===== config.mk =====
export PLATFORM = sky130hd
export DESIGN_NAME = pc_fetch
export DESIGN_NICKNAME = d
export VERILOG_FILES = /design/src/rtl/pc_fetch.sv
export SDC_FILE = /design/constraint.sdc
export NUM_CORES = 1
export LEC_CHECK = 0
export CORE_UTILIZATION = 25
export DETAILED_ROUTE_END_ITERATION = 16
export PLACE_DENSITY = 0.49
export SYNTH_ARGS = -nofsm -noshare
export SYNTH_HDL_FRONTEND = slang
export SYNTH_SLANG_ARGS = --single-unit

===== constraint.sdc =====
create_clock -name clk -period 7.9 [get_ports clk]
set_input_delay 0.79 -clock clk [delete_from_list [all_inputs] [get_ports clk]]
set_output_delay 0.79 -clock clk [all_outputs]
set_load 0.01 [all_outputs]

===== src/rtl/pc_fetch.sv =====
// Two-state (FETCH/EXEC) instruction fetch unit with next-PC selection.
// Handles branches, jumps, register jumps and exceptions, and reports the excepting PC in epc.
module pc_fetch #(
    parameter logic [31:0] RESET_PC   = 32'h0000_3000,
    parameter logic [31:0] EXC_VECTOR = 32'h0000_4180
) (
    input  logic        clk,
    input  logic        rst,
    input  logic [2:0]  npc_op,
    input  logic [15:0] imm16,
    input  logic [25:0] imm26,
    input  logic [31:0] rs_data,
    input  logic        stall,
    output logic        im_req,
    output logic [31:0] im_addr,
    input  logic        im_ack,
    input  logic [31:0] im_rdata,
    output logic [31:0] instr,
    output logic        instr_valid,
    output logic        nop,
    output logic [31:0] pc,
    output logic [31:0] pc_plus4,
    output logic [31:0] epc,
    output logic        exc_flag
);

    typedef enum logic {FETCH = 1'b0, EXEC = 1'b1} state_t;

    localparam logic [2:0] OP_BRANCH = 3'b001;
    localparam logic [2:0] OP_JUMP   = 3'b010;
    localparam logic [2:0] OP_JR     = 3'b011;
    localparam logic [2:0] OP_EXCEPT = 3'b100;

    state_t      state, state_next;
    logic [31:0] next_pc;
    logic [31:0] branch_off;
    logic        take_exc;
    logic        update;

    assign pc_plus4   = pc + 32'd4;
    assign branch_off = {{14{imm16[15]}}, imm16, 2'b00};
    assign im_addr    = pc;
    assign nop        = !instr_valid;

    // Misaligned JR targets fall through to the exception path.
    always_comb begin
        take_exc = 1'b0;
        next_pc  = pc_plus4;
        case (npc_op)
            OP_BRANCH: next_pc = pc_plus4 + branch_off;
            OP_JUMP:   next_pc = {pc_plus4[31:28], imm26, 2'b00};
            OP_JR: begin
                if (rs_data[1:0] == 2'b00) next_pc = rs_data;
                else                       take_exc = 1'b1;
            end
            OP_EXCEPT: take_exc = 1'b1;
            default:   next_pc = pc_plus4;
        endcase
        if (take_exc) next_pc = EXC_VECTOR;
    end

    always_comb begin
        state_next  = state;
        im_req      = 1'b0;
        instr_valid = 1'b0;
        exc_flag    = 1'b0;
        update      = 1'b0;
        case (state)
            FETCH: begin
                im_req = 1'b1;
                if (im_ack) state_next = EXEC;
            end
            EXEC: begin
                instr_valid = 1'b1;
                if (!stall) begin
                    state_next = FETCH;
                    update     = 1'b1;
                    exc_flag   = take_exc;
                end
            end
            default: state_next = FETCH;
        endcase
        // Reset masks all outputs in the same cycle, so a late ack cannot leak through.
        if (rst) begin
            state_next  = FETCH;
            im_req      = 1'b0;
            instr_valid = 1'b0;
            exc_flag    = 1'b0;
            update      = 1'b0;
        end
    end

    always_ff @(posedge clk) begin
        if (rst) begin
            state <= FETCH;
            pc    <= RESET_PC;
            instr <= 32'd0;
            epc   <= 32'd0;
        end else begin
            state <= state_next;
            if (state == FETCH && im_ack) instr <= im_rdata;
            if (update) begin
                pc <= next_pc;
                if (take_exc) epc <= pc;
            end
        end
    end

endmodule


==> After elaboration in Yosys (flattened, before gate mapping) <==
Cells that the tools add are included.
{ "word_totals": {"output_inout_bits": 164, "word_cells": 33, "input_bits": 113, "reg_bits": 97} }
{ "classes": {"n_mux": 18, "n_addsub": 2, "n_bitwise": 1, "n_eq_ne": 4, "n_reduce_logical": 4} }
{ "op_table": {"columns": ["cell", "count"], "rows": [
  ["$pmux W32 S3", 1],
  ["$mux W32", 2],
  ["$add A32 B3 Y32 const B", 1],
  ["$add A32 B32 Y32", 1],
  ["$mux W1", 13],
  ["$eq A3 B2 Y1 const B", 2],
  ["$pmux W1 S2", 2],
  ["$eq A3 B1 Y1 const B", 1],
  ["$eq A3 B3 Y1 const B", 1],
  ["$logic_not A2 Y1", 1],
  ["$reduce_and A2 Y1", 1],
  ["$logic_and A1 B1 Y1", 1],
  ["$logic_not A1 Y1", 1],
  ["$not A1 Y1", 1]
]} }

==> Depth between registers and ports, before layout <==
Gate-level depths: netlist (run 1).
{ "logic_depth": {"ltp_word": 6, "mapped_depth": 16, "mapped_depth_nobuf": 15} }

==> Least setup slack after synthesis (run 1) <==
OpenSTA, ideal clock, no wires.
{ "synth_timing": {"path_kind": "register to register", "start": "register pc[2], in the netlist im_addr[2]", "end": "register pc[25], in the netlist im_addr[25]", "t_required_ps": 7772, "stages_incl_launch_ff": 16, "t_arrival_ps": 3539, "n_path_buf": 0, "slack_ps": 4233, "period_less_slack_ps": 3667, "setup_time_ps": 128, "cell_sequence": "dfxtp_1 -> ha_1 -> and3_1 -> and4_1 -> nand3_1 -> xnor2_1 -> ha_1 -> a21o_1 -> a21o_1 -> a21oi_1 -> o21ai_1 -> o32a_1 -> a31oi_1 -> xnor2_1 -> a221oi_1 -> a211oi_1"} }
{ "synth_via": {"elab_chain_len": 4, "elab_cells_between_ends": 5, "cone_classes": "add/sub (2); mux (3)"} }
{ "synth_rtl": {"columns": ["item", "line", "source"], "rows": [
  ["start, declared", "21", "output logic [31:0] pc,"],
  ["start signal, assigned", "103", "pc <= next_pc;"],
  ["$add A32 B3 Y32", "40", "assign pc_plus4 = pc + 32'd4;"],
  ["named net pc_plus4[14]", "22", "output logic [31:0] pc_plus4,"],
  ["$add A32 B32 Y32", "50", "OP_BRANCH: next_pc = pc_plus4 + branch_off;"],
  ["$pmux W32 S3", "49", "case (npc_op)"],
  ["$mux W32", "59", "if (take_exc) next_pc = EXC_VECTOR;"]
]} }
The timed path passes the listed nets, and every way through them passes these cells.
A chain may end at the register's enable or synchronous reset.

==> Worst setup path after layout (run 1) <==
{ "layout_timing": {"start": "input rst", "end": "output exc_flag"} }
{ "layout_via": {"elab_chain_len": 1} }
{ "layout_rtl": {"columns": ["item", "line", "source"], "rows": [
  ["start, declared", "8", "input logic rst,"],
  ["$mux W1", "84", "if (rst) begin"],
  ["end, declared", "24", "output logic exc_flag"]
]} }
Every way passes these cells.

==> results of run 1 <==
==> state kept, by name, summed over array words and instances (netlist names) <==
register / cells
epc: 32
im_addr: 32
instr: 32
state: 1
==> power by group through the flow <==
stage | logic (W) | registers [W] | clock network [W]
after detailed placement | 0.000259 | 0.000527 | 0
after floorplan | 0.000121 | 0.000528 | 0
final | 0.000259 | 0.000515 | 0.000440
after CTS | 0.000260 | 0.000515 | 0.000460
after global placement | 0.000260 | 0.000526 | 0
after global routing | 0.000280 | 0.000517 | 0.000476
==> area by class of cell <==
type | instances | area (µm²) | area share
clock inverter | 6 | 57.6 | 0.00600
timing repair buffer | 284 | 2820 | 0.294
inverter | 17 | 63.8 | 0.00666
tap | 330 | 413 | 0.0431
multi-input combinational | 669 | 4050 | 0.423
clock buffer | 10 | 239 | 0.0249
sequential | 97 | 1940 | 0.203
==> worst paths after layout <==
path | start | cells after the start | to
worst min register to register | instr[8] | 2 | instr[8]
worst max register to register | im_addr[2] | 15 | im_addr[25]
worst min-delay path | instr[8] | 2 | instr[8]
worst max-delay path | rst | 8 | exc_flag
==> worst register-to-register path: stages, from the launching register on <==
cell	delay [ns]
dfxtp_1	0.52
ha_1	0.30
and3_1	0.30
and4_1	0.30
nand3_1	0.11
xnor2_1	0.34
ha_1	0.38
a21o_1	0.23
a21o_1	0.19
a21oi_1	0.21
o21ai_1	0.10
o32a_1	0.41
a31oi_1	0.26
xnor2_1	0.09
a221oi_1	0.27
a211oi_1	0.08
==> metal layers <==
metal / share of wire / track usage
met5: 0 / 0
met4: 0.028 / 0.0678
met1: 0.43 / 0.254
met3: 0.075 / 0.0530
met2: 0.47 / 0.340
==> cells by family (layout without fill, tap and decap cells) <==
| group | Yosys count | in the layout | synth area share |
|---|---|---|---|
| AO/OA/AOI/OAI | 260 | 260 | 0.259 |
| XOR/XNOR | 44 | 44 | 0.0589 |
| adder cells (fa/ha/maj) | 37 | 37 | 0.0719 |
| buffers and inverters | 97 | 317 | 0.0861 |
| flip-flops | 97 | 97 | 0.297 |
| multiplexers | 4 | 4 | 0.00631 |
| AND/OR/NAND/NOR | 324 | 324 | 0.221 |
==> cell usage in the layout, fill, tap and decap left out, types with 7 or more instances in the layout <==
cell	Yosys	final
a21o_1	18	18
a21oi_1	111	111
a222oi_1	18	18
a22oi_1	8	8
a31oi_1	8	8
and3_1	7	7
and4_1	7	7
buf_4	36	9
clkbuf_16	0	9
clkdlybuf4s50_1	0	275
dfxtp_1	97	97
ha_1	36	36
inv_1	14	14
nand2_1	183	183
nand3_1	25	25
nand4_1	13	13
nor2_1	48	46
nor3_1	9	8
o21ai_0	29	29
o21ai_1	13	13
xnor2_1	32	32
xor2_1	12	12
==> through the flow <==
step | total power (W) | std cells | cell area (µm²)
after global routing | 0.00127 | 1413 | 9590
after floorplan | 0.000650 | 863 | 6540
after global placement | 0.000786 | 1397 | 9290
final | 0.00121 | 1413 | 9590
after detailed placement | 0.000785 | 1397 | 9290
after CTS | 0.00124 | 1413 | 9590
==> metrics.md, run 1 <==
| Metric | Value |
|---|---|
| Sequential fraction of the synthesis area | 0.297 |
| Share of power burned in registers | 0.424 |
| Pwr Density | about 130 nW/µm² |
| YS warnings | 0 |
| Global-route wire length before repair | 41.5 mm |
| Post-CTS sizing | 0 |
| Synth cell types | 71 |
| Pre-CTS worst setup slack | 3.65 ns |
| Vias in the first global route | 6,985 |
| Chip height | 164 µm |
| Initial antenna violation count | 0 |
| Share of the synthesized area in the top cell type | 0.297 |
| Final worst setup slack | 3.68 ns |
| Mapped Area | 6540 µm² |
| Worst path required time | 7.11 ns |
| Max Slew Vio Count | 0 |
| DRC errors left | 0 |
| Root buf cell | clkbuf_16 |
| Sw frac | 0.291 |
| Setup TNS Final | 0 ns |
| Average routed wire per standard cell | approximately 20 µm |
| Hold buffers post-CTS | 0 |
| N_diodes | 0 |
| Ys async rst share | 0 |
| Vias | 7,217 |
| Min-Delay Path Class | reg2reg |
| Die width | 164 µm |
| Count leader, synth | nand2_1 |
| Internal power | 0.000861 W |
| Fill cell total of the finished layout | 2,756 |
| Max Fanout on Critical Path | 33 |
| Final hold vios | 0 |
| Largest net degree at the start of global routing | a little over 80 |
| Postcts setup bufs | 0 |
| Worst-Margin Slew | between 1 and 1.5 ns |
| FP Rows | 58 |
| Worst VDD drop | slightly below 0.0001 V |
| Tot GR Track Use | 0.204 |
| H-tree levels | 3 |
| Nets | 1,228 |
| Worst-skew pair later-pin latency | roughly 0.35 ns |
| Worst Skew | roughly 0.014 ns |
| Min Tclk post-route | approximately 4.2 ns |
| WL final | around 28 mm |
| Final GP Congestion | 0.894 |
| R2R setup slack | between 3 and 4 ns |
| Crit path buffers/inverters | 5 |
| Layout area overhead | 46.6% |
| Drt pass-1 iters | 7 |
| DRT iter0 DRCs | 414 |
| DP HPWL | 21.6 mm |
| Fin util | 0.377 |
| Combinational share of power | 0.214 |
| Worst-path cell chain | buf_4, inv_2, nand2_1, nor2_1, nand2_1, buf_4, inv_2, clkdlybuf4s50_1 |
| Layout cells sized above 1 | 0.0452 |
| Rel. slew slack | 0.318 |
| Post-synthesis register bit count | 97 |
| Hold WS | 0.453 ns |
| Cell family with most CP delay | buffers and inverters |
| Cell taking the most area after synthesis | dfxtp_1 |
| Port bufs | 276 |
| Initial Util | 0.257 |
| Max cap viols | 0 |
| Tcrit/Tclk final | 0.534 |
| Max Buffers Root-to-Sink | 2 |
| Antenna Violating Nets Remaining | 0 |
| Syn Nets | between 1,000 and 1,500 |
| Critical path startpoint category | input port |
| CTS clk-pin slew, worst paths | 0.07 ns |
| Top cells by area, synth | dfxtp_1 30%, nand2_1 11%, a21oi_1 8.5%, ha_1 6.9%, xnor2_1 4.3% |
| Post-synth EDFFs | 0 |
| Ports | 277 |
| Core ar. | 25,400 µm² |
| Top_reg_cell synth | dfxtp_1 |
| Leakage | about 3.5 nW |
| RSZ-0062 raised after global routing | false |
| Synth cell count leaders | 183 x nand2_1, 111 x a21oi_1, 97 x dfxtp_1 |
| Vias per cell | roughly 5.1 |
| TritonCTS clock tree | built |
| Sink Count | between 90 and 100 |
| Setup crit end kind | output pin |
| Outcome | complete, no violations |
| Die footprint | 26,800 µm² |
| Worst path max stage delay | roughly 0.65 ns |
| Final setup violation count | 0 |
| Clock power frac | 0.363 |
| Sw power | around 0.00035 W |
| Cells after Synth | 863 |
| Post-Syn Area per Cell | 7.58 µm² |
| WP data arrival | about 3.4 ns |
| Fmax | ~240 MHz |
| Crit Path Class | in2out |
| CTS buffer count | 9 |
| Slowest cell on crit path | clkdlybuf4s50_1 |
| Global route overflow | 0 |
No activity file was read; power rests on OpenSTA's default activity.
==> inputs of run 2 (changes only) <==
--- a/config.mk
+++ b/config.mk
@@ -7,7 +7,7 @@
 export LEC_CHECK = 0
 export CORE_UTILIZATION = 25
 export DETAILED_ROUTE_END_ITERATION = 16
-export PLACE_DENSITY = 0.49
+export PLACE_DENSITY = 0.51
 export SYNTH_ARGS = -nofsm -noshare
 export SYNTH_HDL_FRONTEND = slang
 export SYNTH_SLANG_ARGS = --single-unit
==> constraint.sdc (replaced) <==
create_clock -name clk -period 3.8 [get_ports clk]
set_input_delay 0.38 -clock clk [delete_from_list [all_inputs] [get_ports clk]]
set_output_delay 0.38 -clock clk [all_outputs]
set_load 0.01 [all_outputs]
==> run 2 against run 1 <==
Effect of this change: cell count grew 4.5%; non-clock buffer count increased by 63; sequential power is 110% higher; setup slack lost 3.5 ns; utilization is 2.2 points higher.
==> metrics.md, run 2 (synthesis results as in run 1) <==
| Metric | Value |
|---|---|
| Global-route wire length before repair | 41.8 mm |
| Worst-Margin Slew | roughly 1 ns |
| Reg-to-reg startpoint | im_addr[6] |
| Multi-input gate area | 4140 µm² |
| Crit path buffers/inverters | 0 |
| Initial antenna violation count | 0 |
| Min-Delay Path Class | in2reg |
| DP HPWL | about 22 mm |
| Max Buffers Root-to-Sink | 2 |
| H-tree levels | 3 |
| Fill cell total of the finished layout | ~2,700 |
| Worst VDD drop | 0.000161 V |
| TritonCTS clock tree | built |
| Max Fanout on Critical Path | 5 |
| Worst path required time | between 4 and 5 ns |
| Worst flop-to-flop path endpoint | im_addr[24] |
| WHS Endpoint | im_addr[20] |
| CTS clk-pin slew, worst paths | 0.07 ns |
| WP data arrival | 3.88 ns |
| DRT iter0 DRCs | 461 |
| FP Rows | 58 |
| Tcrit/Tclk final | 0.956 |
| Port bufs | approximately 280 |
| Hold Path Origin | rst |
| CTS buffer count | 9 |
| Layout area overhead | 55.0% |
| Slowest cell on crit path | o21ai_0 |
| Layout cells sized above 1 | 0.110 |
| WL final | 28.5 mm |
| Sink Count | 97 |
| Ports | 277 |
| Fin util | 0.399 |
| Most frequent cells in the layout | 275 x clkdlybuf4s50_1, 183 x nand2_1, 110 x a21oi_1 |
| Vias in the first global route | 7,227 |
| Critical path depth | 13 |
| R2R setup slack | approximately 0.17 ns |
| Max Slew Vio Count | 0 |
| Critical path startpoint category | register |
| Max cap viols | 0 |
| Commonest non-fill, non-tap cell in the layout | clkdlybuf4s50_1 |
| Initial Util | 0.257 |
| Final hold vios | 0 |
| Hold Crit Depth | 4 |
| Min Tclk post-route | 3.63 ns |
| Vias per cell | 5.04 |
| Tot GR Track Use | 0.207 |
| Chip height | 164 µm |
| Largest net degree at the start of global routing | 89 |
| Average routed wire per standard cell | 19.3 µm |
| Outcome | complete, no violations |
| Pwr Density | approximately 250 nW/µm² |
| Worst-skew pair later-pin latency | between 0.3 and 0.4 ns |
| Worst Skew | around 0.010 ns |
| Placed Cells | 1,459 |
| Fmax | 275 MHz |
| Core ar. | 25,400 µm² |
| Rel. slew slack | 0.330 |
| Worst-path cell chain | and4_1, and4_4, and4_2, nand4_1, xnor2_2, ha_1, nand3_1, o21ai_0, o2111ai_4, a21boi_2, o21ai_1, a211o_1, a311oi_2 |
| Final GP Congestion | 0.890 |
| Hold buffers post-CTS | 0 |
| Drt pass-1 iters | 6 |
| Non-filler instance count after layout | 1,476 |
| Die footprint | between 20,000 and 30,000 µm² |
| Final setup violation count | 0 |
| Setup crit end kind | register |
| Vias | between 7,000 and 8,000 |
| Crit Path Class | reg2reg |
| Worst Reg2Reg Path Length in Cells | 13 |
| Total power | between 0.002 and 0.003 W |
| Cell family with most CP delay | compound AO/OA/AOI/OAI gates |
| Setup TNS Final | 0 ns |
| Global route overflow | 0 |
| DRC errors left | 0 |
| N_diodes | 0 |
| FF/Latch Area | 1940 µm² |
| Antenna Violating Nets Remaining | 0 |
| Leakage | 3.88 nW |
| Root buf cell | clkbuf_16 |
| Worst path max stage delay | 0.56 ns |
| Die width | between 150 and 200 µm |
| Nets | 1,291 |
==> run 2: repair_timing <==
action                     CTS  global route
buffers inserted             0             1
setup endpoints to repair    0             8
gates resized for setup      0            19
==> run 2: how the worst max path moves through the flow <==
stage / end / start / slack (ns)
floorplan: im_addr[25] / im_addr[2] / 0.13
global placement: im_addr[25] / im_addr[7] / 0.13
detailed placement: im_addr[24] / im_addr[7] / 0.12
CTS: im_addr[28] / im_addr[7] / 0.08
global route: im_addr[24] / im_addr[6] / -0.007
finish: im_addr[24] / im_addr[6] / 0.17
==> run 2: worst reg2reg max path, cell delays in order (launching register included) <==
cell	delay, ns
dfxtp_1	0.33
and4_1	0.23
and4_4	0.29
and4_2	0.29
nand4_1	0.15
xnor2_2	0.19
ha_1	0.31
nand3_1	0.13
o21ai_0	0.56
o2111ai_4	0.22
a21boi_2	0.21
o21ai_1	0.08
a211o_1	0.31
a311oi_2	0.25
==> run 2: routing by layer <==
layer / share of wire / vias up / GRT usage
li1: - / 3600 / -
met1: 0.42 / 3473 / 0.253
met2: 0.47 / 317 / 0.352
met3: 0.073 / 51 / 0.0485
met4: 0.031 / 0 / 0.0749
met5: 0 / - / 0
==> run 2: power by group <==
group	internal (W)	total, W	switching, W
Sequential	0.00104	0.00106	0.0000139
Clock	0.000463	0.000873	0.000410
Combinational	0.000292	0.000587	0.000295
==> run 2: final cells by class <==
type                            instances  share of cell area
Inverter                               17             0.00629
Tap cell                              330              0.0407
Clock inverter                          6             0.00432
Multi-Input combinational cell        669               0.409
Sequential cell                        97               0.192
Timing Repair Buffer                  347               0.325
Clock buffer                           10              0.0236
==> run 2: through the flow <==
step / hold WS, ns / setup WS [ns] / instance area, µm²
after floorplan: 0.477 / 0.133 / 6540
after global placement: 0.441 / 0.129 / 9750
after detailed placement: 0.446 / 0.120 / 9750
after CTS: 0.419 / 0.0769 / 10000
after global routing: 0.429 / -0.00707 / 10100
final: 0.441 / 0.167 / 10100
